File: config.mk
export PLATFORM = sky130hd
export DESIGN_NAME = stonyman_dac_controller
export DESIGN_NICKNAME = d
export VERILOG_FILES = /design/src/rtl/stonyman_dac_controller_pkg.sv /design/src/rtl/stonyman_dac_controller_dac_frame_shifter.sv /design/src/rtl/stonyman_dac_controller.sv
export SDC_FILE = /design/constraint.sdc
export NUM_CORES = 1
export LEC_CHECK = 0
export BUFFER_PORTS_ARGS = -buffer_cell sky130_fd_sc_hd__clkbuf_2
export CAP_MARGIN = 0
export CORE_ASPECT_RATIO = 0.7
export CORE_UTILIZATION = 40
export CTS_BUF_LIST = sky130_fd_sc_hd__clkbuf_2
export DETAILED_ROUTE_END_ITERATION = 8
export SLEW_MARGIN = 10
export SYNTH_ARGS = -nofsm -noshare
export SYNTH_HDL_FRONTEND = slang
export SYNTH_SLANG_ARGS = --single-unit
File: constraint.sdc
create_clock -name clk -period 1.9 [get_ports clk]
set_input_delay 0.095 -clock clk [delete_from_list [all_inputs] [get_ports clk]]
set_output_delay 0.095 -clock clk [all_outputs]
set_load 0.01 [all_outputs]
File: src/rtl/stonyman_dac_controller_pkg.sv
// Shared state encodings and frame layout for the Stonyman DAC write master
// (DAC121S101 frame: 2'b00, two power-down bits, 12-bit code).
package stonyman_dac_controller_pkg;

  localparam int STATE_BITS     = 3;
  localparam int DAC_FRAME_BITS = 16;
  localparam int DAC_DATA_BITS  = 12;

  typedef enum logic [STATE_BITS-1:0] {
    ST_IDLE  = 3'd0,
    ST_FETCH = 3'd1,
    ST_LOAD  = 3'd2,
    ST_SHIFT = 3'd3,
    ST_HOLD  = 3'd4
  } dac_state_t;

  localparam logic [1:0] PD_NORMAL = 2'b00;
  localparam logic [1:0] PD_1K     = 2'b01;
  localparam logic [1:0] PD_100K   = 2'b10;
  localparam logic [1:0] PD_HIZ    = 2'b11;

  localparam int FRAME_DATA_LSB = 0;
  localparam int FRAME_PD_LSB   = 12;
  localparam int FRAME_PD_MSB   = 13;

endpackage

File: src/rtl/stonyman_dac_controller_dac_frame_shifter.sv
// Parallel-load MSB-first shift register for one DAC frame; din is the
// register MSB and last_bit flags that every bit has been sampled.
module dac_frame_shifter #(
  parameter int FRAME_BITS = 16
) (
  input  logic                  clk,
  input  logic                  reset,
  input  logic                  load,
  input  logic [FRAME_BITS-1:0] frame_in,
  input  logic                  sample,
  input  logic                  advance,
  input  logic                  clear,
  output logic                  din,
  output logic                  last_bit
);

  localparam int CNT_W = $clog2(FRAME_BITS + 1);

  logic [FRAME_BITS-1:0] shift_reg;
  logic [FRAME_BITS-1:0] shift_next;
  logic [CNT_W-1:0]      bit_cnt_reg;
  logic [CNT_W-1:0]      bit_cnt_next;

  assign shift_next[0] = clear ? 1'b0 :
                         load  ? frame_in[0] :
                         advance ? 1'b0 : shift_reg[0];

  genvar gi;
  generate
    for (gi = 1; gi < FRAME_BITS; gi++) begin : g_shift_bit
      assign shift_next[gi] = clear ? 1'b0 :
                              load  ? frame_in[gi] :
                              advance ? shift_reg[gi-1] : shift_reg[gi];
    end
  endgenerate

  // Counts sclk falling edges; stops at FRAME_BITS, never wraps.
  always_comb begin
    bit_cnt_next = bit_cnt_reg;
    if (clear || load) begin
      bit_cnt_next = '0;
    end else if (sample) begin
      bit_cnt_next = bit_cnt_reg + CNT_W'(1);
    end
  end

  always_ff @(posedge clk) begin
    if (reset) begin
      shift_reg   <= '0;
      bit_cnt_reg <= '0;
    end else begin
      shift_reg   <= shift_next;
      bit_cnt_reg <= bit_cnt_next;
    end
  end

  assign din      = shift_reg[FRAME_BITS-1];
  assign last_bit = (bit_cnt_reg == CNT_W'(FRAME_BITS));

endmodule

File: src/rtl/stonyman_dac_controller.sv
// SPI-style DAC write master: pops 12-bit codes and shifts 16-bit frames out at clk/2.
// Optional DAC_FRAME_COUNT_EN adds a wrapping frames_sent counter output.
module stonyman_dac_controller
  import stonyman_dac_controller_pkg::*;
#(
  parameter int DATA_BITS        = DAC_DATA_BITS,
  parameter int FRAME_BITS       = DAC_FRAME_BITS,
  parameter int SYNC_HIGH_COUNTS = 4
) (
  input  logic                  clk,
  input  logic                  reset,
  input  logic                  fifo_empty,
  input  logic [DATA_BITS-1:0]  fifo_read_data,
  input  logic [1:0]            pd_mode,
  output logic                  fifo_read_enable,
  output logic                  frame_done,
  output logic                  dac_busy,
  output logic                  sclk,
  output logic                  sync_n,
  output logic                  din,
`ifdef DAC_FRAME_COUNT_EN
  output logic [15:0]           frames_sent,
`endif
  output logic [STATE_BITS-1:0] dac_state
);

  localparam int PAD_BITS = FRAME_BITS - DATA_BITS - 2;
  localparam int HOLD_W   = (SYNC_HIGH_COUNTS > 1) ? $clog2(SYNC_HIGH_COUNTS) : 1;
  localparam logic [HOLD_W-1:0] HOLD_LAST = HOLD_W'(SYNC_HIGH_COUNTS - 1);

  dac_state_t state_reg;
  dac_state_t state_next;

  logic              read_en_reg;
  logic              read_en_next;
  logic              frame_done_reg;
  logic              frame_done_next;
  logic              busy_reg;
  logic              busy_next;
  logic              sclk_reg;
  logic              sclk_next;
  logic              sync_n_reg;
  logic              sync_n_next;
  logic [HOLD_W-1:0] hold_cnt_reg;
  logic [HOLD_W-1:0] hold_cnt_next;

  logic                  shift_load;
  logic                  shift_sample;
  logic                  shift_advance;
  logic                  shift_clear;
  logic                  last_bit;
  logic [FRAME_BITS-1:0] frame_word;

  assign frame_word = {{PAD_BITS{1'b0}}, pd_mode, fifo_read_data};

  dac_frame_shifter #(
    .FRAME_BITS(FRAME_BITS)
  ) u_shifter (
    .clk      (clk),
    .reset    (reset),
    .load     (shift_load),
    .frame_in (frame_word),
    .sample   (shift_sample),
    .advance  (shift_advance),
    .clear    (shift_clear),
    .din      (din),
    .last_bit (last_bit)
  );

  always_comb begin
    state_next      = state_reg;
    read_en_next    = 1'b0;
    frame_done_next = 1'b0;
    sclk_next       = sclk_reg;
    sync_n_next     = sync_n_reg;
    hold_cnt_next   = hold_cnt_reg;
    shift_load      = 1'b0;
    shift_sample    = 1'b0;
    shift_advance   = 1'b0;
    shift_clear     = 1'b0;

    case (state_reg)
      ST_IDLE: begin
        sclk_next   = 1'b1;
        sync_n_next = 1'b1;
        if (!fifo_empty) begin
          state_next   = ST_FETCH;
          read_en_next = 1'b1;
        end
      end
      ST_FETCH: begin
        state_next = ST_LOAD;
      end
      ST_LOAD: begin
        // FIFO data is valid this cycle; pd_mode is latched only here.
        shift_load  = 1'b1;
        sync_n_next = 1'b0;
        sclk_next   = 1'b1;
        state_next  = ST_SHIFT;
      end
      ST_SHIFT: begin
        if (sclk_reg) begin
          sclk_next    = 1'b0;
          shift_sample = 1'b1;
        end else if (last_bit) begin
          sclk_next     = 1'b1;
          sync_n_next   = 1'b1;
          shift_clear   = 1'b1;
          hold_cnt_next = '0;
          state_next    = ST_HOLD;
        end else begin
          sclk_next     = 1'b1;
          shift_advance = 1'b1;
        end
      end
      ST_HOLD: begin
        sclk_next   = 1'b1;
        sync_n_next = 1'b1;
        // frame_done is raised on the last counted cycle and the exit
        // decision is taken while it is high.
        if (frame_done_reg) begin
          hold_cnt_next = '0;
          if (!fifo_empty) begin
            state_next   = ST_FETCH;
            read_en_next = 1'b1;
          end else begin
            state_next = ST_IDLE;
          end
        end else if (hold_cnt_reg == HOLD_LAST) begin
          frame_done_next = 1'b1;
        end else begin
          hold_cnt_next = hold_cnt_reg + HOLD_W'(1);
        end
      end
      default: begin
        sclk_next   = 1'b1;
        sync_n_next = 1'b1;
        state_next  = ST_IDLE;
      end
    endcase

    busy_next = (state_next != ST_IDLE);
  end

  always_ff @(posedge clk) begin
    if (reset) begin
      state_reg      <= ST_IDLE;
      read_en_reg    <= 1'b0;
      frame_done_reg <= 1'b0;
      busy_reg       <= 1'b0;
      sclk_reg       <= 1'b1;
      sync_n_reg     <= 1'b1;
      hold_cnt_reg   <= '0;
    end else begin
      state_reg      <= state_next;
      read_en_reg    <= read_en_next;
      frame_done_reg <= frame_done_next;
      busy_reg       <= busy_next;
      sclk_reg       <= sclk_next;
      sync_n_reg     <= sync_n_next;
      hold_cnt_reg   <= hold_cnt_next;
    end
  end

`ifdef DAC_FRAME_COUNT_EN
  logic [15:0] frames_sent_reg;

  always_ff @(posedge clk) begin
    if (reset) begin
      frames_sent_reg <= '0;
    end else if (frame_done_next) begin
      frames_sent_reg <= frames_sent_reg + 16'd1;
    end
  end

  assign frames_sent = frames_sent_reg;
`endif

  assign fifo_read_enable = read_en_reg;
  assign frame_done       = frame_done_reg;
  assign dac_busy         = busy_reg;
  assign sclk             = sclk_reg;
  assign sync_n           = sync_n_reg;
  assign dac_state        = state_reg;

endmodule

==> results.yml, run 1 <==
run_status:
  outcome: "finished, final reports clean"
cells_and_area:
  design_area_sq_um: 1730
  diodes: 0
  nNetsFinal: 207
  fin_util_pct: 53.8
  largest_register_ffs: 16
  drive_gt1_share_pct: 19.7
  area_delta_synth_final_pct: 25.3
setup_path:
  rrSetupSlack_ns: 0.15
  r2r_start: "u_shifter.bit_cnt_reg[0]"
  rr_worst_depth: 6
  cp-start-kind: "flip-flop"
  path_max_fanout: 16
  crit_arrival_ns: 2.02
  r2r-end: "u_shifter.shift_reg[12]"
  crit_path_end_kind: "flip-flop"
  worst-setup-path-type: "reg -> reg"
  crit_required_ns: 2.17
floorplanning:
  placementRows: 17
  initial_utilization_pct: 43.0
  fp.dieW_um: 72.2
  die_area_sq_um: 3690
  io_pins: 26
  core_sq_um: 3210
  fp.dieH_um: 51.1
run:
  max-cap-violations: 0
detailed_routing:
  route.detailed.drc: 0
  wl_per_cell_um: 11.5
  via_per_inst: 4.86
  wl_um: 2700
  drt_iter0_drc: 57
  via_count: 1143
  firstDrtPassIters: 4
  ant_nets: 0
timing:
  clock_skew_ns: 0.0189
  maxSlewHeadroom_pct: 77.6
  worst_pin_slew_ns: 0.336
  tns_ns: 0
  fin_crit_sh_pct: 92.3
  fmax_mhz: 570
  rsz0062_at_grt: "no"
  hold_violations: 0
  setup_ws_ns: 0.145
  holdWs_ns: 0.0461
  slew_violations: 0
  min_period_ns: 1.75
  setup_viol: 0
synth:
  synth_area_leaders: "dfxtp_1 (45%), mux2i_1 (11%), a211oi_1 (7.1%)"
  yosysTopAreaCell: "dfxtp_1"
  synthArstFlopShare_pct: 0
  synth.top_cell.area_share_pct: 45.0
  synthAdderAreaFrac_pct: 2.72
  ys_types: 33
  synth_top_family_by_area: "simple AND/OR/NAND/NOR gates"
  synth_compound_area_share_pct: 13.0
  syn_avg_cell_area_sq_um: 9.52
  synth_mux_area_share_pct: 10.9
  synth_xor_xnor_area_share_pct: 2.54
  synth-edff-count: 0
  yosys-top-cells-count: "dfxtp_1 (31), nor2_1 (24), mux2i_1 (15), a211oi_1 (13), nand2_1 (8)"
  synth-main-ff-cell: "dfxtp_1"
  synth.most_common_cell: "dfxtp_1"
  ys_seq_elements: 31
  syn-num-nets: 165
  yosys.area_share.simple_pct: 20.2
  ys_seq_area_share_pct: 45.0
  syn_area_sq_um: 1380
  syn_inst: 145
  yosysWarnings: 0
power_and_ir_drop:
  p_leak_nw: 0.809
  power_density_nw_per_um2: 684
  ir_drop_uv: 293
hold_path:
  holdCritStartpoint: "fifo_read_data[11]"
  hold-path-endpoint: "u_shifter.shift_reg[11]"
  hold_class: "in -> reg"
  whs_path_depth: 3
global_routing:
  overflow: 0
  grt_pass1_vias: 1044
  antenna_found_initial: 0
  grtUsageTotal_pct: 17.4
  grt_first_pass_wirelength_um: 4710
  grt_max_degree: 29
place:
  port_buffers: 25
  place_congestion: 0.736
  dp_hpwl_um: 1920
  postPlaceCellArea_sq_um: 1530
  dp_slack_ns: 0.0188
cts:
  cts_made_buffers: 5
  root_buffer: "clkbuf_2"
  clock_sinks: 31
  post_cts_buffers: 0
  cts-htree-levels: 2
  clock_latency_ns: 0.38
  clockBufferDepth: 2
  cts_tree: "built"
  clk_pin_slew_ns: 0.16
[through the flow]
step / cells / power [mW]
global placement: 211 / 0.861
detailed placement: 211 / 0.866
global route: 235 / 1.25
finish: 235 / 1.18
CTS: 235 / 1.20
floorplan: 145 / 0.816
[worst max-delay path by stage]
| stage | from | to | slack [ns] |
|---|---|---|---|
| final | u_shifter.bit_cnt_reg[0] | u_shifter.shift_reg[12] | 0.15 |
| after global routing | u_shifter.bit_cnt_reg[0] | u_shifter.shift_reg[12] | 0.007 |
| after detailed placement | u_shifter.bit_cnt_reg[0] | u_shifter.shift_reg[12] | 0.02 |
| after CTS | u_shifter.bit_cnt_reg[0] | u_shifter.shift_reg[12] | 0.15 |
| after global placement | u_shifter.bit_cnt_reg[0] | u_shifter.shift_reg[13] | 0.16 |
| after floorplan | u_shifter.bit_cnt_reg[0] | u_shifter.shift_reg[7] | 0.27 |
[cells in the final DEF (no fill, tap or decap), types with 3 or more instances in the layout]
master         netlist  layout
a211oi_1            13      13
a21oi_1              7       7
buf_4                0       3
clkbuf_2             0      31
dfxtp_1             31      31
dlygate4sd3_1        0      16
ha_1                 3       3
inv_1                5       5
mux2i_1             15      15
nand2_1              8       8
nand2b_1             3       3
nand3_1              3       3
nor2_1              24      24
xor2_1               3       3
[routing by layer]
| metal | global-route usage (%) | up-vias | wire (um) |
|---|---|---|---|
| met2 | 23.7 | 22 | 1130 |
| met1 | 23.7 | 524 | 1380 |
| met3 | 7.69 | 5 | 149 |
| met5 | 0 | - | 0 |
| met4 | 6.86 | 0 | 35 |
| li1 | - | 592 | - |
[critical path: stages (launching register included)]
cell      delay, ns
dfxtp_1        0.42
inv_1          0.06
ha_1           0.19
and4bb_4       0.22
nand2b_4       0.27
mux2i_1        0.19
a211oi_1       0.30
[final cells by class]
cell class | instances | area [sq um]
clock buffers | 6 | 30.0
clock inverters | 2 | 7.51
fillers | 294 | 1480
inverters | 5 | 18.8
multi-input cells | 100 | 686
flip-flops and latches | 31 | 621
well taps | 47 | 58.8
repair buffers | 44 | 308
[power by group]
part | internal, mW | leakage [nW] | switching [mW]
Clock | 0.0883 | 0.0281 | 0.216
Sequential | 0.689 | 0.253 | 0.0245
Combinational | 0.0852 | 0.528 | 0.0792
Total | 0.863 | 0.809 | 0.320
[cell families after synthesis]
kind of cell | count (synthesis)
AND/OR/NAND/NOR | 53
flip-flops | 31
AO/OA/AOI/OAI | 25
multiplexers | 15
buffers and inverters | 14
XOR/XNOR | 4
adder cells (fa/ha/maj) | 3
[timing repair]
action                                 4_1_cts  5_1_grt
setup endpoints to repair                    2        0
hold buffers                                16        0
endpoints found under the hold margin       16        0
gates resized for setup                      1        0
Power figures use the tool's default switching activity.
==> run 2, diff against run 1 <==
Clock period 1.9 ns to 1.7 ns, I/O delays scaled along.
==> run 2 against run 1 <==
Effect of this change: clock power up 7.5%; wire length rose by 5.0%; combinational power grew 15%; count of clock-buffer cells in the layout down 1; sequential cell count did not move; die area is the same; critical endpoint is now u_shifter.shift_reg[11].
==> results.yml, run 2 (same netlist as run 1, synthesis figures left out) <==
run_status:
  outcome: "finished, final reports clean"
detailed_routing:
  via_per_inst: 4.88
  firstDrtPassIters: 4
  ant_nets: 0
  via_count: 1152
  wl_um: 2830
  route.detailed.drc: 0
  wl_per_cell_um: 12.0
  drt_iter0_drc: 76
timing:
  hold_violations: 0
  clock_skew_ns: 0.00925
  maxSlewHeadroom_pct: 78.2
  tns_ns: 0
  setup_ws_ns: 0.0490
  fmax_mhz: 606
  rsz0062_at_grt: "no"
  slew_violations: 0
  min_period_ns: 1.65
  setup_viol: 0
  worst_pin_slew_ns: 0.327
  fin_crit_sh_pct: 97.1
global_routing:
  grt_first_pass_wirelength_um: 4730
  overflow: 0
  grt_max_degree: 28
  antenna_found_initial: 0
  grtUsageTotal_pct: 17.1
  grt_pass1_vias: 1046
power_and_ir_drop:
  ir_drop_uv: 398
  p_leak_nw: 0.825
  power_density_nw_per_um2: 749
floorplanning:
  fp.dieW_um: 72.2
  io_pins: 26
  fp.dieH_um: 51.1
  die_area_sq_um: 3690
  initial_utilization_pct: 43.0
  placementRows: 17
  core_sq_um: 3210
hold_path:
  hold_class: "in -> reg"
  holdCritStartpoint: "fifo_read_data[11]"
cells_and_area:
  diodes: 0
  area_delta_synth_final_pct: 27.4
  design_area_sq_um: 1760
  largest_register_ffs: 16
  fillerInstances: 296
  drive_gt1_share_pct: 22.8
  nNetsFinal: 209
  final_common_cell: "clkbuf_2"
  final_cell_mix: "clkbuf_2 (30), dfxtp_1 (29), nor2_1 (23), dlygate4sd3_1 (16), mux2i_1 (15)"
setup_path:
  crit_required_ns: 1.96
  crit_arrival_ns: 1.91
  crit_path_end_kind: "flip-flop"
  cp-start-kind: "flip-flop"
  rrSetupSlack_ns: 0.05
  path_max_fanout: 16
  worst-setup-path-type: "reg -> reg"
  r2r_start: "u_shifter.bit_cnt_reg[1]"
  crit_path_start: "u_shifter.bit_cnt_reg[1]"
place:
  dp_hpwl_um: 1930
  place_congestion: 0.799
  port_buffers: 25
  postPlaceCellArea_sq_um: 1550
  dp_slack_ns: 0.0403
cts:
  clock_latency_ns: 0.35
  post_cts_buffers: 0
  cts-htree-levels: 2
  cts_tree: "built"
  clock_sinks: 31
  root_buffer: "clkbuf_2"
  clk_pin_slew_ns: 0.16
  cts_made_buffers: 5
  clockBufferDepth: 2
run:
  max-cap-violations: 0
-- run 2: changes by cell type in the layout (fill, tap and decap cells not counted), sizes merged --
| cell | change |
|---|---|
| buf | +2 |
| clkbuf | -1 |
-- run 2: power breakdown --
part	internal, mW	switching, mW
clock network	0.0870	0.241
logic	0.0980	0.0914
registers	0.770	0.0289
-- run 2: through the flow --
step	total power [mW]	hold slack, ns	cells	utilization, %
after floorplan	0.912	0.162	145	-
after global placement	0.963	0.267	213	48.4
after detailed placement	0.970	0.286	213	48.4
after CTS	1.33	0.0330	236	54.4
after global routing	1.39	0.00820	236	54.7
final	1.32	0.0473	236	54.7
-- run 2: what timing repair did --
item                                    in CTS  in global routing
resized for setup                            0                  4
endpoints found under the hold margin       17                  0
endpoints found under the setup margin       1                 11
pin swaps                                    1                  2
hold buffers                                16                  0
-- run 2: worst paths after layout --
path | end | cells past startpoint
max | u_shifter.shift_reg[11] | 7
min | u_shifter.shift_reg[11] | 3
min reg2reg | sync_n | 2
max reg2reg | u_shifter.shift_reg[11] | 7
-- run 2: cell type report --
| cell class | instances | area, sq um | share of cell area [%] |
|---|---|---|---|
| clock buffers | 5 | 25.0 | 1.42 |
| clock inverters | 2 | 8.76 | 0.498 |
| inverters | 5 | 18.8 | 1.07 |
| multi-input cells | 100 | 688 | 39.1 |
| flip-flops and latches | 31 | 623 | 35.4 |
| well taps | 47 | 58.8 | 3.35 |
| repair buffers | 46 | 335 | 19.1 |
-- run 2: critical path: stages, from the launching register on --
cell and delay [ns]:
dfxtp_2 0.37, inv_1 0.05, ha_1 0.17, and4bb_4 0.22, nand2b_2 0.20, buf_12 0.16
mux2i_1 0.14, a211oi_1 0.24
-- run 2: routing by layer --
| metal | share of wire [%] | global-route usage (%) | vias up |
|---|---|---|---|
| met1 | 52 | 23.3 | 521 |
| met3 | 5.0 | 5.92 | 7 |
| met5 | 0 | 0 | - |
| li1 | - | - | 596 |
| met2 | 42 | 24.1 | 28 |
| met4 | 1.7 | 7.84 | 0 |
==> run 3, diff against run 2 <==
Settings changed: CORE_MARGIN set to 5.
==> run 3 against run 2 <==
Effect of this change: critical path type unchanged; count of clock-buffer cells in the layout rose by 2; die area increased by 28%; sequential share of layout area down 1.0 points; clock power increased by 10%; sequential cell count stayed put.
==> results.yml, run 3 (same netlist as run 1, synthesis figures left out) <==
run_status:
  outcome: "finished, final reports clean"
timing:
  setup_viol: 0
  worst_pin_slew_ns: 0.315
  hold_violations: 0
  min_period_ns: 1.60
  tns_ns: 0
  clock_skew_ns: 0.0153
  fin_crit_sh_pct: 94.3
  maxSlewHeadroom_pct: 79.0
  fmax_mhz: 624
  slew_violations: 0
setup_path:
  worst-setup-path-type: "reg -> reg"
  crit_path_end_kind: "flip-flop"
  critPathBufInv: 2
  rrSetupSlack_ns: 0.1
  cp.depth: 7
  crit_required_ns: 1.96
  rr_worst_depth: 7
  cp_top_family: "simple AND/OR/NAND/NOR gates"
  r2r_start: "u_shifter.bit_cnt_reg[1]"
  r2r-end: "u_shifter.shift_reg[4]"
  slowest_delay_ns: 0.36
  path_max_fanout: 8
  cp_slowest_cell: "dfxtp_2"
  crit_path_start: "u_shifter.bit_cnt_reg[1]"
  crit_arrival_ns: 1.86
  endpoint: "u_shifter.shift_reg[4]"
  cp-start-kind: "flip-flop"
  path_cells: "inv_1, ha_1, and4bb_4, nand2b_4, clkbuf_16, mux2i_1, a211oi_2"
place:
  dp_hpwl_um: 1990
  postPlaceCellArea_sq_um: 1560
  port_buffers: 25
  place_congestion: 0.745
  placedCellCount: 214
floorplanning:
  io_pins: 26
  core_sq_um: 3230
  die_area_sq_um: 4740
  initial_utilization_pct: 42.7
  placementRows: 17
  fp.dieH_um: 59.1
  fp.dieW_um: 80.2
global_routing:
  grt_max_degree: 28
  grt_first_pass_wirelength_um: 4640
  antenna_found_initial: 0
  grt_pass1_vias: 1044
  overflow: 0
  grtUsageTotal_pct: 12.6
detailed_routing:
  firstDrtPassIters: 4
  via_per_inst: 4.83
  route.detailed.drc: 0
  ant_nets: 0
  drt_iter0_drc: 50
  wl_um: 2920
  wl_per_cell_um: 12.2
  via_count: 1158
cts:
  cts_tree: "built"
  root_buffer: "clkbuf_2"
  post_cts_buffers: 0
  clockBufferDepth: 2
  clock_latency_ns: 0.37
  cts_made_buffers: 5
  clock_sinks: 31
  cts-htree-levels: 2
  clk_pin_slew_ns: 0.16
cells_and_area:
  final_common_cell: "clkbuf_2"
  drive_gt1_share_pct: 23.8
  diodes: 0
  nNetsFinal: 212
  design_area_sq_um: 1810
  final_cell_mix: "clkbuf_2 (32), dfxtp_1 (29), nor2_1 (24), dlygate4sd3_1 (17), mux2i_1 (15)"
  area_delta_synth_final_pct: 31.1
  fin_cells: 240
  largest_register_ffs: 16
  fillerInstances: 304
power_and_ir_drop:
  p_clk_share_pct: 26.7
  p_leak_nw: 0.855
  power.total_mw: 1.35
  switchingPower_mw: 0.368
  pwr-share-seq_pct: 58.9
  internal-power_mw: 0.986
  pwr-share-comb_pct: 14.4
  ir_drop_uv: 546
  p_sw_share_pct: 27.2
  power_density_nw_per_um2: 749
hold_path:
  hold_class: "reg -> reg"
  holdCritStartpoint: "sync_n"
run:
  max-cap-violations: 0
-- run 3: cell count changes in the layout (fill, tap and decap cells not counted) --
cell,change
clkbuf_2,+2
buf_4,+1
clkbuf_16,+1
clkinv_1,-1
dlygate4sd3_1,+1
nand2b_2,-1
nand2b_4,+1
nor2_1,+1
nor2_2,-1
-- run 3: layer usage --
| metal | share of wire, % | GRT usage (%) |
|---|---|---|
| met5 | 0 | 0 |
| met4 | 1.6 | 5.06 |
| met3 | 5.5 | 4.56 |
| met2 | 43 | 18.6 |
| met1 | 50 | 16.8 |
-- run 3: repair_timing --
action,4_1_cts,5_1_grt
endpoints found under the setup margin,0,14
gates resized for setup,0,4
hold endpoints to repair,18,0
hold buffers,17,0
-- run 3: worst register-to-register path, delay by kind of cell, from the launching register on --
family | cells | cell delay, ns
adder cells (fa/ha/maj) | 1 | 0.16
multiplexers | 1 | 0.21
flip-flops | 1 | 0.36
AO/OA/AOI/OAI | 1 | 0.08
buffers and inverters | 2 | 0.23
AND/OR/NAND/NOR | 2 | 0.45
-- run 3: cell type report --
| class | count | area, sq um | area share [%] |
|---|---|---|---|
| clock inverter | 1 | 5.00 | 0.277 |
| sequential | 31 | 623 | 34.4 |
| tap | 47 | 58.8 | 3.25 |
| inverter | 5 | 18.8 | 1.04 |
| timing repair buffer | 49 | 378 | 20.9 |
| multi-input combinational | 100 | 691 | 38.2 |
| clock buffer | 7 | 35.0 | 1.94 |
-- run 3: through the flow --
| step | setup slack, ns | hold slack [ns] | utilization, % |
|---|---|---|---|
| 6_report | 0.0972 | 0.474 | 56.0 |
| 3_5_place_dp | 0.0309 | 0.277 | 48.3 |
| 3_3_place_gp | 0.156 | 0.270 | 48.3 |
| 2_1_floorplan | 0.0723 | 0.162 | - |
| 5_1_grt | -0.00883 | 0.495 | 56.0 |
| 4_1_cts | 0.00977 | 0.474 | 54.8 |
-- run 3: power groups by stage --
stage | logic, mW | clock network [mW] | registers, mW
finish | 0.195 | 0.362 | 0.798
global route | 0.216 | 0.409 | 0.804
CTS | 0.193 | 0.370 | 0.797
detailed placement | 0.161 | 0 | 0.813
global placement | 0.157 | 0 | 0.812
floorplan | 0.101 | 0 | 0.811
-- run 3: how the worst min path moves through the flow --
stage                     slack [ns]                to  cells after the start
after floorplan                 0.16  fifo_read_enable                      1
after CTS                       0.47            sync_n                      2
after global routing            0.50            sync_n                      2
after detailed placement        0.28  fifo_read_enable                      2
after global placement          0.27  fifo_read_enable                      2
final                           0.47            sync_n                      2
